===== src/rtl/posit16_0_unpack_seq.sv =====
// rtl/posit16_0_unpack_seq.sv - serial posit<16,0> decoder into sign, regime scale and fraction
// Regime bits are consumed one per clock from a shift register holding the magnitude.
module posit16_0_unpack_seq #(
  parameter int N  = 16,
  parameter int FW = N - 3
) (
  input  logic          clock,
  input  logic          reset,
  input  logic          in_valid,
  output logic          in_ready,
  input  logic [N-1:0]  in_posit,
  output logic          out_valid,
  input  logic          out_ready,
  output logic          out_sign,
  output logic          out_zero,
  output logic          out_nar,
  output logic [4:0]    out_scale,
  output logic [FW:0]   out_frac
);

  localparam int RW = $clog2(N);
  localparam int SW = 5;

  typedef enum logic [1:0] {
    IDLE = 2'd0,
    SCAN = 2'd1,
    DONE = 2'd2
  } state_t;

  state_t state, state_n;

  logic [N-2:0]  sr;
  logic [RW-1:0] run;
  logic          first;

  logic          accept;
  logic          is_zero;
  logic          is_nar;
  logic [N-2:0]  mag;
  logic          match;
  logic          last;
  logic          scan_end;
  logic [RW-1:0] run_fin;
  logic [SW-1:0] scale_w;
  logic [FW-1:0] frac_w;

  assign accept  = in_valid && in_ready;
  assign is_zero = (in_posit == '0);
  assign is_nar  = (in_posit == {1'b1, {(N-1){1'b0}}});
  // Low N-1 bits of the two's complement; the sign bit of the magnitude is always 0.
  assign mag     = in_posit[N-1] ? (~in_posit[N-2:0] + 1'b1) : in_posit[N-2:0];

  assign match    = (sr[N-2] == first);
  assign last     = match && (run == RW'(N - 2));
  assign scan_end = (state == SCAN) && (!match || last);
  assign run_fin  = match ? (run + 1'b1) : run;
  assign scale_w  = first ? (SW'(run_fin) - SW'(1)) : (SW'(0) - SW'(run_fin));
  // After this cycle's shift the bits following the terminator sit at sr[N-3:1].
  assign frac_w   = sr[N-3:1];

  always_ff @(posedge clock) begin
    if (reset) begin
      state <= IDLE;
    end else begin
      state <= state_n;
    end
  end

  always_comb begin
    state_n = state;
    case (state)
      IDLE: begin
        if (accept) begin
          state_n = (is_zero || is_nar) ? DONE : SCAN;
        end
      end
      SCAN: begin
        if (!match || last) begin
          state_n = DONE;
        end
      end
      DONE: begin
        if (out_ready) begin
          state_n = IDLE;
        end
      end
      default: state_n = IDLE;
    endcase
  end

  always_comb begin
    in_ready  = (state == IDLE);
    out_valid = (state == DONE);
  end

  always_ff @(posedge clock) begin
    if (reset) begin
      sr        <= '0;
      run       <= '0;
      first     <= 1'b0;
      out_sign  <= 1'b0;
      out_zero  <= 1'b0;
      out_nar   <= 1'b0;
      out_scale <= '0;
      out_frac  <= '0;
    end else begin
      case (state)
        IDLE: begin
          if (accept) begin
            out_sign  <= in_posit[N-1];
            out_zero  <= is_zero;
            out_nar   <= is_nar;
            out_scale <= '0;
            out_frac  <= '0;
            sr        <= mag;
            run       <= '0;
            first     <= mag[N-2];
          end
        end
        SCAN: begin
          sr <= {sr[N-3:0], 1'b0};
          if (match) begin
            run <= run + 1'b1;
          end
          if (scan_end) begin
            out_scale <= scale_w;
            out_frac  <= {1'b1, frac_w};
          end
        end
        default: begin
        end
      endcase
    end
  end

endmodule


===== config.mk =====
export PLATFORM = sky130hd
export DESIGN_NAME = posit16_0_unpack_seq
export DESIGN_NICKNAME = d
export VERILOG_FILES = /design/src/rtl/posit16_0_unpack_seq.sv
export SDC_FILE = /design/constraint.sdc
export NUM_CORES = 1
export LEC_CHECK = 0
export ABC_AREA = 1
export CAP_MARGIN = 20
export CORE_MARGIN = 1.5
export CORE_UTILIZATION = 42
export CTS_CLUSTER_SIZE = 24
export DETAILED_ROUTE_END_ITERATION = 6
export PLACE_DENSITY = 0.77
export SYNTH_ARGS = -nofsm -noshare
export SYNTH_HDL_FRONTEND = slang
export SYNTH_SLANG_ARGS = --single-unit

===== constraint.sdc =====
create_clock -name clock -period 2.15 [get_ports clock]
set_clock_uncertainty 0.2 [all_clocks]
set_input_delay 0.3225 -clock clock [delete_from_list [all_inputs] [get_ports clock]]
set_output_delay 0.3225 -clock clock [all_outputs]
set_load 0.01 [all_outputs]

### Word level (Yosys, flattened, before mapping)

Cells that the tools add are included.

| storage, ports and cells | value |
|---|---|
| register bits after elaboration | 44 |
| bits of input ports | 20 |
| output and inout port bits | 24 |
| logic and storage cells | 54 |

| cells by class | value |
|---|---|
| add/sub/neg operators | 4 |
| eq/ne operators | 9 |
| mux-type cells | 18 |
| bitwise logic cells | 1 |
| reduce and logical (&&, ||, !) cells | 13 |

Operators with widths:

| cell | count |
|---|---|
| two-way mux 15 bit | 2 |
| case mux 15 bit (2 select lines) | 1 |
| two-way mux 14 bit | 2 |
| case mux 14 bit (2 select lines) | 1 |
| equality test 16 bit, second input constant | 1 |
| zero test 16 bit | 1 |
| adder 15 x 1 -> 15 bit, second input constant | 1 |
| two-way mux 5 bit | 3 |
| NOT 15 bit | 1 |
| case mux 5 bit (2 select lines) | 1 |
| two-way mux 2 bit | 4 |
| two-way mux 4 bit | 2 |
| case mux 4 bit (2 select lines) | 1 |
| inequality test 2 x 1 -> 1 bit, second input constant | 3 |
| case mux 2 bit (3 select lines) | 1 |
| AND reduction 3 bit | 2 |
| subtractor 1 x 4 -> 5 bit, first input constant | 1 |
| subtractor 4 x 1 -> 5 bit, second input constant | 1 |
| adder 4 x 1 -> 4 bit, second input constant | 1 |
| equality test 4 bit, second input constant | 1 |
| AND reduction 2 bit | 2 |
| logical AND 1 bit | 3 |
| equality test 2 x 1 -> 1 bit, second input constant | 1 |
| equality test 2 bit, second input constant | 1 |
| 6 further kinds | 7 |

### Logic depth before layout (Yosys ltp)

| logic depth | value |
|---|---|
| depth in word-level cells | 6 |
| mapped depth | 11 |

### Worst setup path after synthesis

OpenSTA, ideal clock, no wires.

| path | value |
|---|---|
| path type | reg2reg |
| from | register run[0] |
| to | register out_scale[2] |
| library setup time | 70 ps |
| arrival time | 1643 ps |
| setup slack | 238 ps |
| stages on the path, launching flop included | 10 |
| clock period less this slack | 1912 ps |
| cells stage by stage | dfxtp_1 -> inv_1 -> ha_1 -> nand3_1 -> nand2_2 -> ha_1 -> o21ai_0 -> xor2_1 -> nand2_1 -> a21oi_1 |

| between the ends | value |
|---|---|
| word-level cells in the longest chain between the ends | 6 |
| elaborated cells on any way between the ends | 13 |
| classes of those cells | 3 x add/sub; 2 x eq/ne; 4 x mux; 4 x reduce/logical |

RTL lines:

| item | line | RTL |
|---|---|---|
| from (decl) | 33 | `logic [RW-1:0] run;` |
| from (signal assigned) | 123 | `run <= run + 1'b1;` |
| adder 4 x 1 -> 4 bit or equality test 4 bit (tied branches) | 56, 54 |  |
| two-way mux 4 bit or logical AND 1 bit (tied branches) | n/a |  |
| subtractor 1 x 4 -> 5 bit (tied with other cells) | 57 | `assign scale_w = first ? (SW'(run_fin) - SW'(1)) : (SW'(0) - SW'(run_fin));` |
| two-way mux 5 bit or logical AND 1 bit (tied branches) | 57, 55 |  |
| two-way mux 5 bit or inequality test 2 bit (tied branches) | n/a |  |
| case mux 5 bit (2 select lines) or AND reduction 3 bit (tied branches) | n/a |  |
| to (signal assigned) | 126 | `out_scale <= scale_w;` |
| to (decl) | 17 | `output logic [4:0] out_scale,` |

Several ways; a longest one is shown, not always the timed one. The select of a mux whose other input is x is not followed.
A chain may end at the register's enable or synchronous reset.

### Final worst setup path

| path | value |
|---|---|
| from | register state[1] |
| to | output in_ready |

| between the ends | value |
|---|---|
| word-level cells in the longest chain between the ends | 1 |

RTL lines:

| item | line | RTL |
|---|---|---|
| from (decl) | 30 | `state_t state, state_n;` |
| from (signal assigned) | 65 | `state <= state_n;` |
| zero test 2 bit | 92 | `in_ready = (state == IDLE);` |
| to (decl) | 10 | `output logic in_ready,` |

Every way passes these cells.

==> run metrics <==
Antenna Cells=0; Synth top area share=0.355; Seq/Total Area, Yosys=0.355; largest family of logic cells by synthesized area=simple AND/OR/NAND/NOR gates; Period minus WS final=~2 ns; First-pass DRT Iterations=5; adder-cell share of the synthesized area=0.0252; CORE AREA=5610 µm²; worst min-delay path class=register to register; die height=roughly 80 µm; instance count of the mapped netlist=approximately 360; CP peak stage delay=around 0.53 ns; RSZ-0062 raised after global routing=no; Sink Count=between 40 and 50; die footprint=about 6400 µm²; Die Width=79.8 µm; Final nets=430; slowest CP cell=clkdlybuf4s50_1; final setup fails=0; Startpoint Class=register; H-tree levels=2; Final Hold Viols=0; Top Ports=44; CTS resizes=0; DR WL/cell=13.4 µm; f_max=between 500 and 600 MHz; syn_nets=approximately 380; CP top delay family=buffers and inverters; CP Max Fanout=3; clock latency on the worst-skew pair=0.30 ns; share of cells above drive strength 1=0.138; VDD IR max=roughly 0.45 mV; ANT nets after route=0; vias in the first global route=2291; Post-Synth XOR/XNOR Area=0.00706; largest net degree at the start of global routing=25; final instance area=roughly 3100 µm²; port buffer count=43; Slew HR=0.635; Reg2Reg Setup Slack=between 0.2 and 0.25 ns; metal2 WL=around 3100 µm; vias per cell=5.31; CP Class=register to output port; Power Density=about 710 nW/µm²; LEAKAGE=around 1.3 nW; Ys Warns=0; row cnt=27; Synth cell types=35; outcome=completed; DRC viols=0; DR WL met3=321 µm; post-synthesis mux area share=0; CTS Buf Count=5; CP required=around 1.6 ns; Final HPWL DP=~4700 µm; CTS tree=done; Slew @ Worst Pin=about 0.55 ns; initial antenna violation count=0; Mapped Avg Cell Area=between 6 and 7 µm²; met1 wire length=2730 µm; postcts setup bufs=0; Starting Density=0.442; Yosys top cell by area=dfxtp_1; Syn Std Cell Area=2480 µm²; Top Layer Used=met4; clk buf depth=2; Buf/Inv on CP=3; Tcrit/Tclk final=0.927; Synth Area in Compound Gates=0.197; critical path endpoint category=output port; Overflow after GRT=0; Max Cap Violations=0; DP Area=about 3000 µm²; first-pass GRT wire length=about 11000 µm; Critical Path AT=~1.5 ns; Min Hold Slack=~0.27 ns; synth top area cells=dfxtp_1 36%, nand2_1 10%, nand3_1 9.1%; final wirelength=about 6400 µm; max-slew violations=0; Worst-path clk slew=~0.080 ns; Post-CTS Hold Fix Bufs=0; via count=between 2k and 3k; cells along the critical path=inv_1 -> nand2_1 -> inv_1 -> clkdlybuf4s50_1; simple-gate share of the synthesized area=0.321; Initial DRC Count=around 160; most used cell, CP=inv_1; clock root cell=clkbuf_8; #FFs+latches synth=44; overall routing resource usage=0.213; RePlAce Congestion=0.852; area grow syn2layout=25.1%
## layer usage
metal	GRT usage	vias to the layer above
met5	0	-
met4	0.112	0
met3	0.0434	19
met2	0.351	73
met1	0.260	1161
li1	-	1283
## cells in the mapped netlist (all sizes together)
master / count
a21o: 2
o21ai: 37
nand2: 80
xor2: 2
nor2: 39
a221oi: 1
ha: 5
dfxtp: 44
a31oi: 2
nor3: 5
nand4: 2
a21oi: 29
a211oi: 8
clkbuf: 4
nand3: 46
buf: 10
clkinv: 1
inv: 40
o221ai: 2
## per-stage QoR
stage	setup TNS [ns]	util	std cells	worst slack, ns	power, mW
after floorplan	0	-	359	0.238	1.42
after global placement	-0.322	0.534	470	-0.0899	1.65
after detailed placement	-0.727	0.534	470	-0.144	1.67
after CTS	0	0.551	478	0.139	2.21
after global routing	0	0.553	478	0.0257	2.34
final	0	0.553	478	0.157	2.21
## power by group
group	internal (mW)	total, mW	switching (mW)
Clock	0.257	0.549	0.292
Combinational	0.285	0.701	0.417
Sequential	0.905	0.957	0.0527
## final cells by class
cell class / count / area, µm²
Clock inverter: 2 / 10.0
Multi-Input combinational cell: 260 / 1380
Tap cell: 72 / 90.1
Fill cell: 550 / 2500
Clock buffer: 6 / 82.6
Timing Repair Buffer: 53 / 505
Sequential cell: 44 / 882
Inverter: 41 / 154
## registers in the layout, indices dropped and copies added, names as in the netlist
| name | cells |
|---|---|
| first | 1 |
| sr | 15 |
| out_scale | 5 |
| out_nar | 1 |
| out_sign | 1 |
| run | 4 |
| out_frac | 14 |
| state | 2 |
| out_zero | 1 |
## kinds of logic (layout without fill, tap and decap cells)
logic type      after synthesis  count (layout)
simple gates                172             172
flops                        44              44
xor+xnor                      2               2
fa+ha+maj                     5               5
compound gates               81              81
buf+inv                      55             102
## worst reg2reg max path: cells and delay by family (launching register included)
kind	cells	cell delay (ns)
AND/OR/NAND/NOR	3	0.30
flip-flops	1	0.34
XOR/XNOR	1	0.16
AO/OA/AOI/OAI	2	0.28
adder cells (fa/ha/maj)	2	0.52
buffers and inverters	1	0.07
## final timing paths
path | startpoint | endpoint | cells after the start
max reg2reg | run[0] | out_scale[2] | 9
min | out_scale[4] | out_scale[4] | 2
max | state[1] | in_ready | 4
min reg2reg | out_scale[4] | out_scale[4] | 2
## layout by cell type (no fill, tap or decap), types with 3 or more instances in the layout
cell type,count
nand2_1,68
nor2_2,3
clkbuf_8,6
nand2_4,3
a21oi_1,27
nand2_2,9
inv_1,33
inv_2,7
nor2_1,34
buf_4,10
nor3_1,3
clkdlybuf4s50_1,43
dfxtp_1,43
a211oi_2,3
ha_1,4
a211oi_1,5
o21ai_0,33
nand3_1,44
(Power assumes the default switching activity.)
